--- src/rtl/mod5_pkg.sv ---
// Shared types and residue arithmetic for the divisible-by-5 serial transmitter.
// MOD5_TX_CHECK_ERR_EN (optional define) enables the output self-check in mod5_check_tx.
package mod5_pkg;

  localparam int MOD5_CHECK_BITS = 3;

  typedef enum logic [1:0] {
    IDLE  = 2'd0,
    DATA  = 2'd1,
    CHECK = 2'd2
  } mod5_tx_state_t;

  // One step of the running residue: (2r + b) mod 5, with r already in 0..4.
  function automatic logic [2:0] mod5_step(input logic [2:0] r, input logic b);
    logic [3:0] t;
    t = {r, b};
    if (t >= 4'd5) t = t - 4'd5;
    return t[2:0];
  endfunction

  // Check field c = 2r mod 5, so that (word * 8 + c) is a multiple of 5.
  function automatic logic [2:0] mod5_check(input logic [2:0] r);
    logic [2:0] c;
    case (r)
      3'd0:    c = 3'd0;
      3'd1:    c = 3'd2;
      3'd2:    c = 3'd4;
      3'd3:    c = 3'd1;
      3'd4:    c = 3'd3;
      default: c = 3'd0;
    endcase
    return c;
  endfunction

endpackage

--- src/rtl/mod5_stream_monitor.sv ---
// Shadow divisible-by-5 tracker over a serial stream; err is sticky once a frame
// ends (last=1) with a non-zero residue. Cleared only by reset.
module mod5_stream_monitor
  import mod5_pkg::*;
(
  input  logic clk,
  input  logic reset,
  input  logic data_bit,
  input  logic last,
  output logic err
);

  logic [2:0] s;
  logic [2:0] s_next;
  logic       err_q;
  logic       fault_now;

  assign s_next    = mod5_step(s, data_bit);
  assign fault_now = !reset && last && (s_next != 3'd0);
  // Flag already in the offending last-bit cycle, then hold it.
  assign err       = err_q | fault_now;

  always_ff @(posedge clk) begin
    if (reset) begin
      s     <= 3'd0;
      err_q <= 1'b0;
    end else begin
      s <= s_next;
      if (fault_now) err_q <= 1'b1;
    end
  end

endmodule

--- src/rtl/mod5_check_tx.sv ---
// Word-to-serial transmitter: payload MSB-first followed by a 3-bit check field that
// makes each frame a multiple of 5. MOD5_TX_CHECK_ERR_EN adds the chk_err self-check.
//
// Handshake: a word is taken on a rising edge where din_valid && din_ready; din_ready is
// combinational, low in reset and in DATA, high in IDLE and while the last check bit is out.
module mod5_check_tx
  import mod5_pkg::*;
#(
  parameter int DATA_WIDTH = 8
) (
  input  logic                  clk,
  input  logic                  reset,
  input  logic [DATA_WIDTH-1:0] din,
  input  logic                  din_valid,
  output logic                  din_ready,
  output logic                  dout,
  output logic                  dout_valid,
  output logic                  dout_last,
  output mod5_tx_state_t        dbg_state
`ifdef MOD5_TX_CHECK_ERR_EN
  ,
  output logic                  chk_err
`endif
);

  localparam int FRAME_LEN = DATA_WIDTH + MOD5_CHECK_BITS;
  localparam int CNT_W     = $clog2(FRAME_LEN);
  localparam logic [CNT_W-1:0] LAST_DATA = CNT_W'(DATA_WIDTH - 1);
  localparam logic [CNT_W-1:0] PRE_LAST  = CNT_W'(FRAME_LEN - 2);
  localparam logic [CNT_W-1:0] LAST_BIT  = CNT_W'(FRAME_LEN - 1);

  mod5_tx_state_t        state;
  logic [DATA_WIDTH-1:0] word;
  logic [CNT_W-1:0]      cnt;
  logic [2:0]            res;
  logic [2:0]            chk;
  logic [2:0]            chk_val;
  logic                  accept;

  // cnt is the index within the frame of the bit currently on dout.
  assign din_ready = !reset && ((state == IDLE) || ((state == CHECK) && (cnt == LAST_BIT)));
  assign accept    = din_valid && din_ready;
  assign chk_val   = mod5_check(res);
  assign dbg_state = state;

  always_ff @(posedge clk) begin
    if (reset) begin
      state      <= IDLE;
      word       <= '0;
      cnt        <= '0;
      res        <= 3'd0;
      chk        <= 3'd0;
      dout       <= 1'b0;
      dout_valid <= 1'b0;
      dout_last  <= 1'b0;
    end else if (accept) begin
      // MSB goes out right away; residue restarts from this bit alone.
      state      <= DATA;
      word       <= din << 1;
      cnt        <= '0;
      res        <= mod5_step(3'd0, din[DATA_WIDTH-1]);
      chk        <= 3'd0;
      dout       <= din[DATA_WIDTH-1];
      dout_valid <= 1'b1;
      dout_last  <= 1'b0;
    end else begin
      case (state)
        IDLE: begin
          dout       <= 1'b0;
          dout_valid <= 1'b0;
          dout_last  <= 1'b0;
        end
        DATA: begin
          cnt <= cnt + CNT_W'(1);
          if (cnt == LAST_DATA) begin
            state     <= CHECK;
            dout      <= chk_val[2];
            chk       <= {chk_val[1:0], 1'b0};
            dout_last <= 1'b0;
          end else begin
            word <= word << 1;
            res  <= mod5_step(res, word[DATA_WIDTH-1]);
            dout <= word[DATA_WIDTH-1];
          end
        end
        CHECK: begin
          if (cnt == LAST_BIT) begin
            state      <= IDLE;
            cnt        <= '0;
            res        <= 3'd0;
            dout       <= 1'b0;
            dout_valid <= 1'b0;
            dout_last  <= 1'b0;
          end else begin
            cnt       <= cnt + CNT_W'(1);
            dout      <= chk[2];
            chk       <= {chk[1:0], 1'b0};
            dout_last <= (cnt == PRE_LAST);
          end
        end
        default: begin
          state      <= IDLE;
          cnt        <= '0;
          dout       <= 1'b0;
          dout_valid <= 1'b0;
          dout_last  <= 1'b0;
        end
      endcase
    end
  end

`ifdef MOD5_TX_CHECK_ERR_EN
  mod5_stream_monitor u_monitor (
    .clk      (clk),
    .reset    (reset),
    .data_bit (dout),
    .last     (dout_last),
    .err      (chk_err)
  );
`endif

endmodule
--- config.mk ---
export PLATFORM = sky130hd
export DESIGN_NAME = mod5_check_tx
export DESIGN_NICKNAME = d
export VERILOG_FILES = /design/src/rtl/mod5_pkg.sv /design/src/rtl/mod5_stream_monitor.sv /design/src/rtl/mod5_check_tx.sv
export SDC_FILE = /design/constraint.sdc
export NUM_CORES = 1
export LEC_CHECK = 0
export CAP_MARGIN = 20
export CORE_UTILIZATION = 54
export CTS_CLUSTER_DIAMETER = 60
export CTS_CLUSTER_SIZE = 30
export DETAILED_ROUTE_END_ITERATION = 10
export PLACE_DENSITY_LB_ADDON = 0.1
export SKIP_LAST_GASP = 1
export SLEW_MARGIN = 15
export SYNTH_ARGS = -nofsm -noshare
export SYNTH_HDL_FRONTEND = slang
export SYNTH_SLANG_ARGS = --single-unit
--- constraint.sdc ---
create_clock -name clk -period 2 [get_ports clk]
set_clock_uncertainty 0.1 [all_clocks]
set_input_delay 0.4 -clock clk [delete_from_list [all_inputs] [get_ports clk]]
set_output_delay 0.4 -clock clk [all_outputs]
set_load 0.02 [all_outputs]
* Word-level counts from Yosys, hierarchy flattened
Cells that the tools add are included.
** Word-level totals
- Register bits after elaboration :: 22
- Input port bits :: 11
- Output and inout port bits :: 6
- Word-level logic and storage cells :: 78
** Cells by class
- Add/sub/neg operators :: 2
- $lt $le $gt $ge :: 1
- Equality and inequality tests :: 19
- Multiplexer cells :: 28
- Bitwise operators :: 1
- Reductions and logical operators :: 17
** Operators with widths (count)
- $mux W8 :: 3
- $mux W3 :: 5
- $reduce_and A3 Y1 :: 5
- $ne A2 B2 Y1 const B :: 6
- $pmux W3 S2 :: 2
- $pmux W3 S4 :: 1
- $pmux W4 S3 :: 1
- $mux W1 :: 9
- $eq A4 B4 Y1 const B :: 2
- $eq A3 B2 Y1 const B :: 2
- $ne A3 B3 Y1 const B :: 2
- $pmux W1 S2 :: 3
- $pmux W2 S3 :: 1
- $add A4 B1 Y4 const B :: 1
- $eq A4 B3 Y1 const B :: 1
- $ge A4 B3 Y1 const B :: 1
- $mux W2 :: 2
- $mux W4 :: 1
- $reduce_and A2 Y1 :: 2
- $reduce_bool A2 Y1 :: 2
- $eq A3 B1 Y1 const B :: 1
- $eq A3 B3 Y1 const B :: 1
- $logic_and A1 B1 Y1 :: 3
- $ne A3 B2 Y1 const B :: 1
- other kinds (10) :: 10

* Depth between registers and ports, before layout
Gate-level depths: netlist of run 1.
- Depth in word-level cells :: 7
- Depth in mapped cells :: 7
- Gate-level depth less buffers :: 6

* Worst setup path after synthesis of run 1
OpenSTA, ideal clock, no wires.
- Path kind :: reg-to-output
- Start point :: reg state[0], in the netlist dbg_state[0]
- End point :: out din_ready
- Arrival :: 1442 ps
- Data required time :: 1500 ps
- Setup slack :: 58 ps
- Stages on the path, launching flop included :: 6
- Path buffers :: 1
- Cells stage by stage :: dfxtp_1 inv_1 ha_1 clkbuf_1 nor2_1 nor2_1
** Between the ends
- Word-level cells in the longest chain between the ends :: 4
- Elaborated cells between the ends (all ways) :: 5
- Classes of those cells :: eq/ne (1); reduce/logical (4)
** Ends and longest elaborated chain
- start: declaration :: RTL line mod5_check_tx.sv:32 : mod5_tx_state_t state;
- start signal: assignment :: RTL line mod5_check_tx.sv:48 : state <= IDLE;
- start signal: assignment :: RTL line mod5_check_tx.sv:58 : state <= DATA;
- start signal: assignment :: RTL line mod5_check_tx.sv:76 : state <= CHECK;
- $eq A2 B2 Y1 :: RTL line mod5_check_tx.sv:41 : assign din_ready = !reset && ((state == IDLE) || ((state == CHECK) && (cnt == LAST_BIT)));
- $logic_and A1 B1 Y1 :: RTL line mod5_check_tx.sv:41
- $logic_or A1 B1 Y1 (*) :: RTL line mod5_check_tx.sv:41
- $logic_and A1 B1 Y1 (*) :: RTL line mod5_check_tx.sv:41
- end: declaration :: RTL line mod5_check_tx.sv:15 : output logic din_ready,
Every way passes the cells marked *; elsewhere a longest branch is shown, timed or not.

* Final worst setup path of run 1
Same ends and word-level chain as after synthesis.

==> flow_summary.json, run 1 <==
{
  "run_status": "completed",
  "cts_sinks": 21,
  "cap_violations": 0,
  "reg2regPathDepth": 8,
  "worstSetupStartpointType": "flip-flop",
  "routed_wl_mm": 3.024,
  "synth_ff_type": "dfxtp_1",
  "die_x_um": 52.03,
  "wire_per_inst_um": 13.75,
  "grt_start_max_net_pins": 16,
  "dp_hpwl_mm": 2.180,
  "viasPerCell": 5.859,
  "port_buffers": 16,
  "min_path_type": "reg -> reg",
  "core.rowCount": 17,
  "path_max_fanout": 2,
  "worst-slew-pin-transition_ns": 0.3944,
  "cts_buffers": 3,
  "gp_congestion": 0.7695,
  "endpoint": "din_ready",
  "gr-total-overflow": 0,
  "max_slew_margin": 0.7364,
  "synth_cell_types": 46,
  "synth.top_cell.area_share": 0.3111,
  "cp-end-kind": "primary output",
  "grt_pass1_vias": 1103,
  "track_usage": 0.2413,
  "synthTopCellsByArea": "dfxtp_1, ha_1, nand2_1",
  "ios": 17,
  "cts_root_buffer": "clkbuf_4",
  "drt_iter0_markers": 30,
  "setup_ws_ns": 0.09872,
  "syn_nets": 184,
  "vias": 1289,
  "grt_pass1_wl_mm": 4.885,
  "die_area_um2": 2707,
  "core_area_um2": 2276,
  "worst-r2r-setup-slack_ns": 0.17,
  "nFillCells": 181,
  "powerDensity_nw_per_um2": 531.5,
  "antenna_cells": 0,
  "placed_cells": 213,
  "synth_area_per_cell_um2": 8.240,
  "ys.warnings.count": 0,
  "yosysSeqAreaShare": 0.3111,
  "setup_viol": 0,
  "cts_hold_buf": 0,
  "antenna_found_initial": 0,
  "total_power_uw": 877.1,
  "critPathArrivalTime_ns": 1.40,
  "syn_area_um2": 1351,
  "fin_cells": 220,
  "dr.pass1.iters": 4,
  "fin_util": 0.7251,
  "clockBufferDepth": 2,
  "tritoncts": "built",
  "yosys.area.top_type": "dfxtp_1",
  "max_freq_mhz": 526.0,
  "vdd_drop_max_uv": 478.3,
  "maxSlewViolCount": 0,
  "synth_edf_count": 0,
  "worst-setup-path-type": "reg -> out",
  "rr_startpoint": "dbg_state[0]",
  "die_height_um": 52.03,
  "synth.ff_latch_count": 21,
  "nets": 213,
  "final_area_um2": 1650,
  "worstHoldPathCells": 2,
  "pre_cts_ws_ns": -0.02284,
  "rsz0062_at_grt": "false",
  "timing.final.crit_period_ns": 1.901,
  "placed_cell_area_um2": 1587,
  "initial_utilization": 0.5937,
  "async_flop_share": 0,
  "netlist_instances": 164,
  "clk_pin_slew_ns": 0.12,
  "cts-htree-levels": 1,
  "crit_start": "dbg_state[0]",
  "clock_latency_ns": 0.30,
  "critPathRequiredTime_ns": 1.50,
  "finalCritPeriodShare": 0.9506,
  "finalHoldViolCount": 0,
  "drive_gt1_frac": 0.1875,
  "p_leak_uw": 0.0006667,
  "rr_endpoint": "word[4]",
  "drc": 0,
  "ant_nets": 0,
  "syn2layout_area_growth_pct": 22.13
}
==> area by class of cell <==
cell class / instances / area [µm²] / area share
Clock buffer: 3 / 22.52 / 0.01365
Tap cell: 28 / 35.03 / 0.02123
Multi-Input combinational cell: 124 / 823.3 / 0.4989
Timing Repair Buffer: 35 / 312.8 / 0.1895
Sequential cell: 21 / 421.7 / 0.2555
Inverter: 8 / 30.03 / 0.01820
Clock inverter: 1 / 5.005 / 0.003033
==> per-layer routing <==
layer | global-route usage | part of all wire | vias to the layer above | wire length (µm)
met3 | 0.02924 | 0.022 | 6 | 66
met5 | 0 | 0 | - | 0
li1 | - | - | 645 | -
met4 | 0.09009 | 0.013 | 0 | 40
met1 | 0.3298 | 0.48 | 621 | 1454
met2 | 0.3825 | 0.48 | 17 | 1463
==> per-stage QoR <==
stage	TNS (ns)	hold slack (ns)
finish	0	0.3654
global route	0	0.3823
CTS	0	0.3671
detailed placement	-0.03479	0.3462
global placement	-0.03035	0.3416
floorplan	0	0.3481
==> cell families (layout without fill, tap and decap cells) <==
kind of cell	count (synthesis)	count (layout)	share of synthesized area
simple gates	68	68	0.2630
compound gates	45	45	0.2472
flops	21	21	0.3111
buf+inv	19	47	0.08147
fa+ha+maj	9	9	0.08333
xor+xnor	1	1	0.006483
mux	1	1	0.007408
==> registers in the layout, summed over array words and instances (netlist names) <==
name        flops
chk             2
cnt             4
dbg_state       2
dout            1
dout_last       1
dout_valid      1
res             3
word            7
==> cell usage after synthesis, drive strengths merged (2+ instances only) <==
library cell / count
nand2: 24
dfxtp: 21
a21oi: 15
nor2: 14
ha: 9
inv: 8
buf: 7
nand3: 7
o21ai: 6
a211oi: 4
a311oi: 4
clkbuf: 4
a211o: 3
a31oi: 3
nor2b: 3
nor3: 3
and2: 2
and3: 2
and4b: 2
nand2b: 2
nand3b: 2
nor4: 2
o21a: 2
or3: 2
==> power by group <==
part | internal, µW | switching [µW]
clock | 74.6 | 131
combinational | 104 | 118
sequential | 437 | 13.0
total | 615 | 262
==> worst max-delay path, stage by stage, from the launching register on <==
cell and delay, ns:
dfxtp_2 0.34, inv_1 0.05, ha_1 0.20, and4b_4 0.21, nor2_1 0.10, nor2_1 0.05, buf_4 0.15
==> repair_timing <==
action                     4_1_cts  5_1_grt
buffers inserted                 0        3
pin swaps                        0        1
setup endpoints to repair        1        5
resized for setup                6        2
==> layout by cell type (no fill, tap or decap), types with 2 or more instances in the layout <==
| cell | netlist | final |
|---|---|---|
| a211oi_2 | 2 | 2 |
| a21oi_1 | 15 | 15 |
| dfxtp_1 | 21 | 20 |
| nand2b_1 | 2 | 2 |
| nor3_1 | 2 | 2 |
| ha_1 | 9 | 8 |
| nor4_1 | 2 | 2 |
| nor2_1 | 14 | 14 |
| a311oi_1 | 4 | 4 |
| or3_1 | 2 | 2 |
| a211o_1 | 3 | 3 |
| a211oi_1 | 2 | 2 |
| nor2b_1 | 3 | 3 |
| a31oi_1 | 3 | 3 |
| buf_4 | 2 | 19 |
| o21ai_1 | 4 | 4 |
| clkdlybuf4s50_1 | 0 | 15 |
| inv_1 | 8 | 7 |
| and2_1 | 2 | 2 |
| nand2_1 | 24 | 24 |
| and3_1 | 2 | 2 |
| clkbuf_4 | 0 | 3 |
| nand3_1 | 7 | 7 |
==> worst min path at each step <==
stage,from,endpoint,slack (ns)
final,dout_last,dout_last,0.37
after global routing,dout_last,dout_last,0.38
after CTS,dout_last,dout_last,0.37
after detailed placement,dout_last,dout_last,0.35
after global placement,dout_last,dout_last,0.34
after floorplan,word[1],word[1],0.35
(Power assumes the default switching activity.)
==> run 2: changes to the inputs <==
CAP_MARGIN = unset   (was 20)
CELL_PAD_IN_SITES_DETAIL_PLACEMENT = 1   (was unset)
CELL_PAD_IN_SITES_GLOBAL_PLACEMENT = 1   (was unset)
CORE_UTILIZATION = 41   (was 54)
==> flow_summary.json, run 2 (synthesis results as in run 1) <==
{
  "fin_util": 0.5463,
  "cts-htree-levels": 1,
  "cp-end-kind": "primary output",
  "maxSlewViolCount": 0,
  "worstHoldPathCells": 2,
  "core.rowCount": 20,
  "dp_hpwl_mm": 2.635,
  "wire_per_inst_um": 14.70,
  "drt_iter0_markers": 42,
  "initial_utilization": 0.4390,
  "cts_buffers": 3,
  "clk_pin_slew_ns": 0.13,
  "crit_chain": "inv_1 > ha_1 > and4b_4 > nor2_1 > nor2_1 > buf_4",
  "max_slew_margin": 0.7676,
  "critPathArrivalTime_ns": 1.47,
  "clock_latency_ns": 0.32,
  "routed_wl_mm": 3.513,
  "top_register": "word",
  "dr.pass1.iters": 4,
  "gr-total-overflow": 0,
  "finalHoldViolCount": 0,
  "syn2layout_area_growth_pct": 24.44,
  "rsz0062_at_grt": "true",
  "timing.final.crit_period_ns": 1.967,
  "viasPerCell": 5.360,
  "top_regs": "word: 7 flops, cnt: 4 flops, res: 3 flops",
  "max_freq_mhz": 508.3,
  "placed_cells": 232,
  "cpPeakStageDelay_ns": 0.35,
  "powerDensity_nw_per_um2": 540.5,
  "clockBufferDepth": 2,
  "cpMostUsedCell": "nor2_1",
  "critPathRequiredTime_ns": 1.50,
  "vias": 1281,
  "vdd_drop_max_uv": 226.9,
  "grt_pass1_vias": 1249,
  "slowest_stage": "dfxtp_2",
  "rr_endpoint": "res[0]",
  "rr_startpoint": "dbg_state[0]",
  "track_usage": 0.2220,
  "grt_pass1_wl_mm": 5.782,
  "final_common_cell": "nand2_1",
  "worst-setup-path-type": "reg -> out",
  "finalCritPeriodShare": 0.9836,
  "die_height_um": 59.41,
  "min_path_type": "reg -> reg",
  "run_status": "completed",
  "core_area_um2": 3078,
  "path_max_fanout": 2,
  "cap_violations": 0,
  "mostFrequentLayoutCells": "nand2_1, buf_4, dfxtp_1",
  "die_x_um": 59.41,
  "worstSetupStartpointType": "flip-flop",
  "ant_nets": 0,
  "ios": 17,
  "cts_hold_buf": 0,
  "drive_gt1_frac": 0.2000,
  "antenna_cells": 0,
  "die_area_um2": 3530,
  "worst-slew-pin-transition_ns": 0.3482,
  "port_buffers": 16,
  "fin_cells": 239,
  "tritoncts": "built",
  "largest_reg_flops": 7,
  "p_leak_uw": 0.0006730,
  "reg2regPathDepth": 7,
  "cts_root_buffer": "clkbuf_4",
  "drc": 0,
  "cts_sinks": 21,
  "hold_end": "dout_last",
  "nets": 216,
  "hold_start": "dout_last",
  "antenna_found_initial": 0,
  "worst-r2r-setup-slack_ns": 0.12,
  "gp_congestion": 0.7698,
  "grt_start_max_net_pins": 16,
  "setup_viol": 0
}
run 2: critical path: cells and delay by family (launching register included):
| kind | cells | cell delay [ns] |
|---|---|---|
| fa+ha+maj | 1 | 0.17 |
| buf+inv | 2 | 0.24 |
| flops | 1 | 0.35 |
| simple gates | 3 | 0.38 |
run 2: layer usage:
| layer | track usage | vias up | routed length [µm] |
|---|---|---|---|
| met5 | 0 | - | 0 |
| met4 | 0.09184 | 0 | 59 |
| met3 | 0.03275 | 5 | 76 |
| met1 | 0.2823 | 619 | 1626 |
| li1 | - | 644 | - |
| met2 | 0.3724 | 13 | 1751 |
run 2: through the flow:
step	setup slack, ns	cell area (µm²)	total power [µW]	hold slack, ns	setup TNS (ns)
finish	0.03271	1682	908.9	0.3735	0
global route	-0.03966	1682	959.1	0.3998	-0.03966
CTS	0.005455	1653	912.3	0.3781	0
detailed placement	-0.08458	1629	681.4	0.3570	-0.1383
global placement	-0.08034	1629	670.5	0.3448	-0.08034
floorplan	0.05817	1351	596.4	0.3481	0
run 2: cell type report:
| class | count | area [µm²] |
|---|---|---|
| sequential | 21 | 422.9 |
| inverter | 8 | 30.03 |
| tap | 44 | 55.05 |
| fill | 390 | 1396 |
| clock buffer | 4 | 26.28 |
| timing repair buffer | 38 | 322.8 |
| multi-input combinational | 124 | 824.5 |
run 2: power breakdown:
group | internal, µW | switching, µW | total [µW]
clock network | 78.3 | 153 | 231
registers | 437 | 12.1 | 449
logic | 104 | 125 | 229
run 2: repair_timing:
| action | in CTS | in global routing |
|---|---|---|
| resized for setup | 5 | 4 |
| pin swaps | 0 | 1 |
| setup endpoints to repair | 1 | 3 |
| buffers inserted | 0 | 3 |
run 2: worst max path at each step:
stage | startpoint | end | slack (ns) | cells past startpoint
floorplan | dbg_state[0] | din_ready | 0.06 | 5
global placement | reset | din_ready | -0.08 | 3
detailed placement | reset | din_ready | -0.08 | 3
CTS | dbg_state[0] | din_ready | 0.005 | 6
global route | cnt[0] | din_ready | -0.04 | 6
finish | dbg_state[0] | din_ready | 0.03 | 6
